[src/rtl/territory_tally.sv]
// territory_tally: sweeps the 160x120 paint RAM after a round and
// counts pixels per player colour, then reports the winner.
//
// Ports:
//   CLOCK_50, resetn      clock, async active-low reset
//   start                 tally request (taken only when idle)
//   rd_addr / rd_q        RAM read port {x[7:0], y[6:0]} / colour
//   busy, done            tally in progress / one-cycle completion pulse
//   p1..p4_count          per-player pixel totals
//   winner, tie           index of largest count, shared-maximum flag
module territory_tally #(
  parameter int RD_LAT = 1,
  parameter int X_MAX  = 159,
  parameter int Y_MAX  = 119
) (
  input  logic        CLOCK_50,
  input  logic        resetn,
  input  logic        start,
  output logic [14:0] rd_addr,
  input  logic [2:0]  rd_q,
  output logic        busy,
  output logic        done,
  output logic [14:0] p1_count,
  output logic [14:0] p2_count,
  output logic [14:0] p3_count,
  output logic [14:0] p4_count,
  output logic [1:0]  winner,
  output logic        tie
);

  typedef enum logic [2:0] {
    IDLE,
    SCAN,
    DRAIN,
    CMP,
    FIN
  } state_t;

  localparam logic [7:0] XL = 8'(X_MAX);
  localparam logic [6:0] YL = 7'(Y_MAX);
  localparam logic [1:0] DRN_INIT = 2'(RD_LAT - 1);

  state_t state_q;
  state_t state_d;

  logic [14:0]       cnt_q [4];
  logic [RD_LAT-1:0] vld_q;
  logic [1:0]        drn_q;
  logic [3:0]        hit;
  logic [7:0]        x;
  logic [6:0]        y;
  logic              last;
  logic              issue;
  logic [14:0]       best;
  logic [1:0]        widx;
  logic [2:0]        nmax;
  logic              tie_d;

  assign x     = rd_addr[14:7];
  assign y     = rd_addr[6:0];
  assign last  = (x == XL) && (y == YL);
  assign issue = (state_q == SCAN);

  assign p1_count = cnt_q[0];
  assign p2_count = cnt_q[1];
  assign p3_count = cnt_q[2];
  assign p4_count = cnt_q[3];

  always_comb begin
    hit = '0;
    unique case (1'b1)
      rd_q == 3'b001: hit[0] = 1'b1;
      rd_q == 3'b010: hit[1] = 1'b1;
      rd_q == 3'b100: hit[2] = 1'b1;
      rd_q == 3'b110: hit[3] = 1'b1;
      default: ;
    endcase
  end

  // Strict '>' keeps the lowest index on equal maxima.
  always_comb begin
    best = cnt_q[0];
    widx = 2'd0;
    nmax = 3'd0;
    for (int i = 1; i < 4; i++) begin
      if (cnt_q[i] > best) begin
        best = cnt_q[i];
        widx = 2'(i);
      end
    end
    for (int i = 0; i < 4; i++) begin
      if (cnt_q[i] == best) nmax = nmax + 3'd1;
    end
    tie_d = (nmax > 3'd1);
  end

  always_comb begin
    state_d = state_q;
    unique case (state_q)
      IDLE:    if (start) state_d = SCAN;
      SCAN:    if (last) state_d = DRAIN;
      DRAIN:   if (drn_q == 2'd0) state_d = CMP;
      CMP:     state_d = FIN;
      FIN:     state_d = IDLE;
      default: state_d = IDLE;
    endcase
  end

  always_ff @(posedge CLOCK_50 or negedge resetn) begin
    if (!resetn) state_q <= IDLE;
    else         state_q <= state_d;
  end

  always_ff @(posedge CLOCK_50 or negedge resetn) begin
    if (!resetn) begin
      rd_addr <= '0;
      busy    <= 1'b0;
      done    <= 1'b0;
      winner  <= 2'd0;
      tie     <= 1'b0;
      vld_q   <= '0;
      drn_q   <= 2'd0;
      for (int i = 0; i < 4; i++) cnt_q[i] <= '0;
    end else begin
      done <= (state_q == CMP);
      // Tags each issued address so rd_q is
      // only counted RD_LAT cycles later.
      vld_q[0] <= issue;
      for (int i = 1; i < RD_LAT; i++)
        vld_q[i] <= vld_q[i-1];
      if (vld_q[RD_LAT-1]) begin
        for (int i = 0; i < 4; i++)
          if (hit[i]) cnt_q[i] <= cnt_q[i] + 15'd1;
      end
      unique case (state_q)
        IDLE: begin
          if (start) begin
            busy    <= 1'b1;
            rd_addr <= '0;
            for (int i = 0; i < 4; i++)
              cnt_q[i] <= '0;
          end
        end
        SCAN: begin
          if (last)
            drn_q <= DRN_INIT;
          else if (y == YL)
            rd_addr <= {x + 8'd1, 7'd0};
          else
            rd_addr <= {x, y + 7'd1};
        end
        DRAIN: begin
          if (drn_q != 2'd0) drn_q <= drn_q - 2'd1;
        end
        CMP: begin
          busy   <= 1'b0;
          winner <= widx;
          tie    <= tie_d;
        end
        default: ;
      endcase
    end
  end

endmodule

[config.mk]
export PLATFORM = sky130hd
export DESIGN_NAME = territory_tally
export DESIGN_NICKNAME = d
export VERILOG_FILES = /design/src/rtl/territory_tally.sv
export SDC_FILE = /design/constraint.sdc
export NUM_CORES = 1
export LEC_CHECK = 0
export ABC_AREA = 1
export BUFFER_PORTS_ARGS = -buffer_cell sky130_fd_sc_hd__clkbuf_2
export CAP_MARGIN = 30
export CORE_UTILIZATION = 55
export CTS_CLUSTER_SIZE = 12
export DETAILED_ROUTE_END_ITERATION = 8
export HOLD_SLACK_MARGIN = 0.12
export PLACE_DENSITY = 0.78
export SLEW_MARGIN = 20
export SYNTH_ARGS = -nofsm -noshare
export SYNTH_HDL_FRONTEND = slang
export SYNTH_SLANG_ARGS = --single-unit
[constraint.sdc]
create_clock -name CLOCK_50 -period 8.65 [get_ports CLOCK_50]
set_input_delay 0.4325 -clock CLOCK_50 [delete_from_list [all_inputs] [get_ports CLOCK_50]]
set_output_delay 0.4325 -clock CLOCK_50 [all_outputs]
set_load 0.005 [all_outputs]
-- After elaboration in Yosys (flattened, before gate mapping)
Index checks and enable logic that the tools add are counted.
- add/sub/neg operators: 10
- order comparisons: 4
- equality and inequality tests: 19
- muxes and demuxes: 34
- reduce and logical (&&, ||, !) cells: 12
- operator list (operator ; count):
    $mux W60 ; 3
    $mux W15 ; 10
    $add A15 B1 Y15 const B ; 4
    $eq A15 B15 Y1 ; 4
    $gt A15 B15 Y1 ; 3
    $pmux W15 S2 ; 1
    $mux W3 ; 6
    $pmux W3 S4 ; 1
    $ne A2 B2 Y1 const B ; 5
    $add A3 B1 Y3 const B ; 3
    $eq A3 B2 Y1 const B ; 3
    $reduce_and A3 Y1 ; 3
    $add A8 B1 Y8 const B ; 1
    $eq A8 B8 Y1 const B ; 1
    $mux W2 ; 4
    $reduce_bool A2 Y1 ; 4
    $add A7 B1 Y7 const B ; 1
    $eq A7 B7 Y1 const B ; 1
    $mux W1 ; 7
    $eq A3 B1 Y1 const B ; 2
    $eq A3 B3 Y1 const B ; 2
    $pmux W2 S2 ; 1
    $reduce_and A4 Y1 ; 1
    $gt A3 B1 Y1 const B ; 1
    other kinds (7) ; 7
- register bits after elaboration: 86
- output and inout bits: 80
- word-level logic and storage cells: 92

-- Longest topological paths before layout
- depth after elaboration: 15
- mapped depth: 54
- gate-level depth less buffers: 51

-- Least setup slack after synthesis
OpenSTA, ideal clock, no wires.
- kind: flip-flop to flip-flop
- start point: register cnt_q, in the netlist p1_count[10]
- end point: register tie
- arrival time: 5.931 ns
- required time: 8.533 ns
- slack: 2.602 ns
- cell stages (with the launch flop): 48
- buffers on the path: 3
- period minus slack after synthesis: 6.048 ns
- path through: dfrtp_1 -> inv_1 -> ha_1 -> nand2_1 -> inv_1 -> nand2_1 -> nand2_1 -> a21oi_1 -> nand2_4 -> nand2_4 -> buf_6 -> nand2_1 -> nand2_1 -> inv_1 -> ha_1 -> nand2_1 -> nor2_1 -> nor2b_1 -> [12 not listed] -> inv_1 -> buf_4 -> nand2_1 -> nand2_1 -> xor2_1 -> nor4_1 -> nand3b_1 -> nor2_1 -> ha_1 -> xor2_1 -> inv_1 -> ha_1 -> nand3_1 -> nand2_1 -> inv_1 -> nand2_1 -> nor2_1 -> nor2_1
- longest elaborated chain between the ends: 15
- elaborated cells on any way between the ends: 18
- classes of those cells: 3 x add/sub; 4 x order compare; 4 x eq/ne; 7 x mux
- ends and longest elaborated chain (element ; line ; text):
    start, declared ; 46 ; logic [14:0] cnt_q [4];
    start signal, assigned by index ; 133 ; if (hit[i]) cnt_q[i] <= cnt_q[i] + 15'd1;
    $gt A15 B15 Y1 ; 86 ; if (cnt_q[i] > best) begin
    $mux W15 ; 86 ;
    $gt A15 B15 Y1 ; 86 ;
    $mux W15 ; 86 ;
    $gt A15 B15 Y1 ; 86 ;
    $mux W15 ; 86 ;
    $eq A15 B15 Y1 ; 92 ; if (cnt_q[i] == best) nmax = nmax + 3'd1;
    $mux W1 ; 92 ;
    $add A3 B1 Y3 ; 92 ;
    $mux W3 ; 92 ;
    $add A3 B1 Y3 ; 92 ;
    $mux W3 ; 92 ;
    $add A3 B1 Y3 ; 92 ;
    $mux W3 * ; 92 ;
    $gt A3 B1 Y1 * ; 94 ; tie_d = (nmax > 3'd1);
    end signal, assigned ; 158 ; tie <= tie_d;
    end, declared ; 28 ; output logic tie
Every way passes the cells marked *; elsewhere a longest branch is shown, timed or not.
A chain may end at the register's enable or synchronous reset.

-- Final worst setup path
- start point: register cnt_q, in the netlist p1_count[12]
- end point: register tie
Same word-level chain as after synthesis.

==> reports/summary.md <==
Across the routed clock network, the largest skew measured is 7.635 ps. The max-slew violation total from the final report came out at 0. Start-to-end type of the worst setup path: reg2reg.

The tools report the data required time of the worst path as 8900 ps. Adding up every negative setup slack in the final design gives 0 ps. The clock passes through at most 2 buffers. The number of maximum-capacitance violations was 0. Using the TritonRoute via totals, the vias-per-cell ratio works out to 5.526. The floorplan step set the die width to 116.3 um. The logs give 9 for the number of clock buffers inserted by TritonCTS and 3 for the number of H-tree levels. The worst pin sits at a relative slew slack of 39.27%. The tools report the placement-stage worst setup slack as 664.1 ps.

TritonCTS built the clock tree. The count of TritonRoute iterations in the first routing pass was 5; the post-route worst setup slack was 798.7 ps. The count of final hold-check violations was 0; the synthesized-area fraction occupied by adder cells was 9.585%. The via count of the first global-routing pass was 6650; the area of the mapped netlist was 7179 um^2. sky130_fd_sc_hd__dfrtp_1 takes more of the synthesized area than any other cell. The synthesized netlist devotes 9.812% of its cell area to compound gates.

The HPWL reported at the end of detailed placement came out at 15.04 mm. In this run, synthesis inferred 0 flip-flops with an integrated enable. The run gives 0 as the number of antenna diodes.

The run finished with clean final reports. At the pin with the least slew margin, the transition time is 903.9 ps. The tools report the kind of launch point of the worst setup path as a flip-flop. The Yosys step of the flow raised 0 warnings.

The synthesized net count was 1117; the count of filler cells inserted in the layout was 1202. The count of cell types in the netlist is 41, and the count of nets after finishing is 1198. The weighted congestion at the end of routability-driven global placement is 0.9307, and the number of design-rule violations left by the first detailed-router iteration is 524.

Counting both buffers and inverters, the worst setup path holds a total of 10. The die area came out at 13510 um^2. The tree is rooted in a sky130_fd_sc_hd__clkbuf_16. The most used cell along the critical path is sky130_fd_sc_hd__nand2_1.

After detailed routing, the total wire length is 20.04 mm. Yosys attributes the largest share of cell area to sky130_fd_sc_hd__dfrtp_1 (30%), sky130_fd_sc_hd__nand2_1 (13%), sky130_fd_sc_hd__nand3_1 (9.8%). The average instance in the mapped netlist occupies 6.799 um^2.

For this run, the register share of the synthesized area comes to 29.98%. The insertion delay of the later-clocked pin in the worst-skew pair was 360 ps. Family of cells with the greatest summed delay on the critical path: simple AND/OR/NAND/NOR gates. By instance count, the leading cell after synthesis is sky130_fd_sc_hd__nand2_1. Entering global routing, the biggest net connects 52 pins. STA classifies the critical path endpoint as a flip-flop.

Buffers added to address setup during post-CTS repair amount to 0. For this run, design rule violations remaining after detail routing come to 0. The slowest stage of the critical path is the sky130_fd_sc_hd__dfrtp_1 cell.

The mean routed wirelength per cell is 15.25 um. The delay of the slowest cell on the worst path is 380 ps. The worst hold margin was 448.1 ps. The top cell type by area accounts for 29.98% of the synthesized area. The logs give 32.51 mm for the wire length of the first global-routing pass and 56.66% for the starting utilization of the core area.

The sequential cell area in the final layout was 2152 um^2. The area growth from synthesis to layout works out to 12.97%. The routed layout has 7261 vias. Setup repair after global routing left no endpoint under its margin. Cells fill 64.01% of the core in the end. After clock tree synthesis, the clock-pin slew on the worst setup and hold paths is 70 ps. Total of buffers placed on input and output ports: 85. The time the worst path needs with I/O delays and setup is 7851 ps, and the final number of setup-violating endpoints is 0.

The final cycle utilization of the critical path was 90.77%. The area share of xor/xnor cells in the synthesized design was 5.490%; the total global-route track usage was 31.11%. Combinational family with the most area after synthesis: simple AND/OR/NAND/NOR gates. In this run the worst path has a maximum fanout of 25.

Of the total synthesized cell area, the portion taken by AND, OR, NAND and NOR gates is 36.27%. The tree built by TritonCTS fans out to 86 sinks. Vertical die dimension: 116.3 um. In the final layout, the multi-input gates occupy 4418 um^2.

The logs give 1056 for the count of mapped cells out of synthesis and 0.1274 GHz for the timing-limited maximum frequency. 86 I/O pins were placed. The arrival time at the worst endpoint came out at 8100 ps.

The synthesized design contains 86 register bits. The post-route netlist has 11.73% of its cells at a drive strength greater than 1. The residual overflow from global routing came out at 0. After floorplanning, the core was sized to cover 12670 um^2. Fraction of synthesized area in multiplexers: 0%.

In the synthesized netlist the dominant register cell turns out to be sky130_fd_sc_hd__dfrtp_1. The path class of the tightest hold or removal check is in2reg. The run gives 0 as the number of antenna violations at the first check in global routing. The async set-reset flop share out of synthesis works out to 100.0%. By count the netlist is led by sky130_fd_sc_hd__nand2_1 (247), sky130_fd_sc_hd__nand3_1 (140), sky130_fd_sc_hd__inv_1 (133), sky130_fd_sc_hd__nor2_1 (91), sky130_fd_sc_hd__dfrtp_1 (86). The floorplan has 41 rows.

The run gives 0 as the remaining antenna violation count after routing.
## sequential cells by signal, summed over array words and instances, names as in the netlist
register	flops
state_q	3
winner	2
vld_q	1
p1_count	15
p4_count	15
done	1
rd_addr	15
p3_count	15
p2_count	15
drn_q	2
tie	1
busy	1
## what timing repair did
| action | 4_1_cts | 5_1_grt |
|---|---|---|
| hold endpoints to repair | 35 | 0 |
| hold buffers | 1 | 0 |
| gates resized for setup | 0 | 4 |
| endpoints found under the setup margin | 0 | 1 |
## final timing paths
path                                   startpoint                endpoint  slack (ps)  depth (start not counted)
setup / recovery           p1_count[12]$_DFF_PN0_         tie$_DFFE_PN0P_         800                         47
hold / removal                            rd_q[1]   p3_count[0]$_DFF_PN0_         450                          4
setup reg to reg           p1_count[12]$_DFF_PN0_         tie$_DFFE_PN0P_         800                         47
hold reg to reg                  busy$_DFFE_PN0P_        busy$_DFFE_PN0P_         500                          2
max in group asynchronous                  resetn   p3_count[5]$_DFF_PN0_        7050                          3
min in group asynchronous                  resetn  p4_count[14]$_DFF_PN0_         570                          2
## stage by stage
step	std cells	instance area [um^2]
global placement	1296	7745
finish	1314	8110
CTS	1313	8080
detailed placement	1296	7745
global route	1314	8110
floorplan	1056	7179
## per-layer routing
| layer | global-route usage, % | part of all wire, % |
|---|---|---|
| met2 | 51.05 | 47 |
| met5 | 0 | 0 |
| met3 | 4.411 | 5.3 |
| met4 | 11.88 | 2.2 |
| met1 | 41.52 | 46 |
## area by class of cell
| cell class | instances | share of cell area (%) |
|---|---|---|
| timing repair buffer | 92 | 5.955 |
| clock inverter | 7 | 1.234 |
| sequential | 86 | 26.53 |
| multi-input combinational | 811 | 54.47 |
| clock buffer | 9 | 2.777 |
| inverter | 137 | 6.371 |
| tap | 172 | 2.653 |
## tightest hold or removal path, delay by kind of cell
kind,cells,cell delay (ps)
simple gates,2,160
buf+inv,1,100
compound gates,1,80
## kinds of logic (layout without fill, tap and decap cells)
logic type      count (synthesis)  after routing
xor+xnor                       45             45
fa+ha+maj                      55             55
flops                          86             86
simple gates                  576            577
buf+inv                       160            245
compound gates                134            134
## cell usage in the layout, fill, tap and decap left out, types with 2 or more instances in the layout
cell type	netlist	routed
sky130_fd_sc_hd__and3_1	2	2
sky130_fd_sc_hd__and2_1	5	5
sky130_fd_sc_hd__or4_1	2	2
sky130_fd_sc_hd__o21a_1	3	3
sky130_fd_sc_hd__nor2_2	6	6
sky130_fd_sc_hd__nor2_1	91	91
sky130_fd_sc_hd__nand2_2	8	8
sky130_fd_sc_hd__a31oi_1	2	2
sky130_fd_sc_hd__bufinv_16	0	2
sky130_fd_sc_hd__inv_1	133	133
sky130_fd_sc_hd__nand3_1	140	140
sky130_fd_sc_hd__nor4_1	16	15
sky130_fd_sc_hd__o21ai_0	48	48
sky130_fd_sc_hd__nor3_1	32	32
sky130_fd_sc_hd__a21oi_1	64	64
sky130_fd_sc_hd__nor3b_1	4	4
sky130_fd_sc_hd__clkbuf_16	0	9
sky130_fd_sc_hd__o21ai_1	9	9
sky130_fd_sc_hd__nand4_1	9	9
sky130_fd_sc_hd__dfrtp_1	86	86
sky130_fd_sc_hd__nand3b_1	4	4
sky130_fd_sc_hd__ha_1	55	55
sky130_fd_sc_hd__buf_4	5	7
sky130_fd_sc_hd__clkbuf_2	0	84
sky130_fd_sc_hd__clkinv_1	2	2
sky130_fd_sc_hd__nand2_1	247	247
sky130_fd_sc_hd__xor2_1	45	45
sky130_fd_sc_hd__inv_6	0	4
sky130_fd_sc_hd__nand3_2	5	5
Power is left out: the tool's default activity adds up to more than one toggle a clock period on the data nets, which glitch-free logic cannot reach.
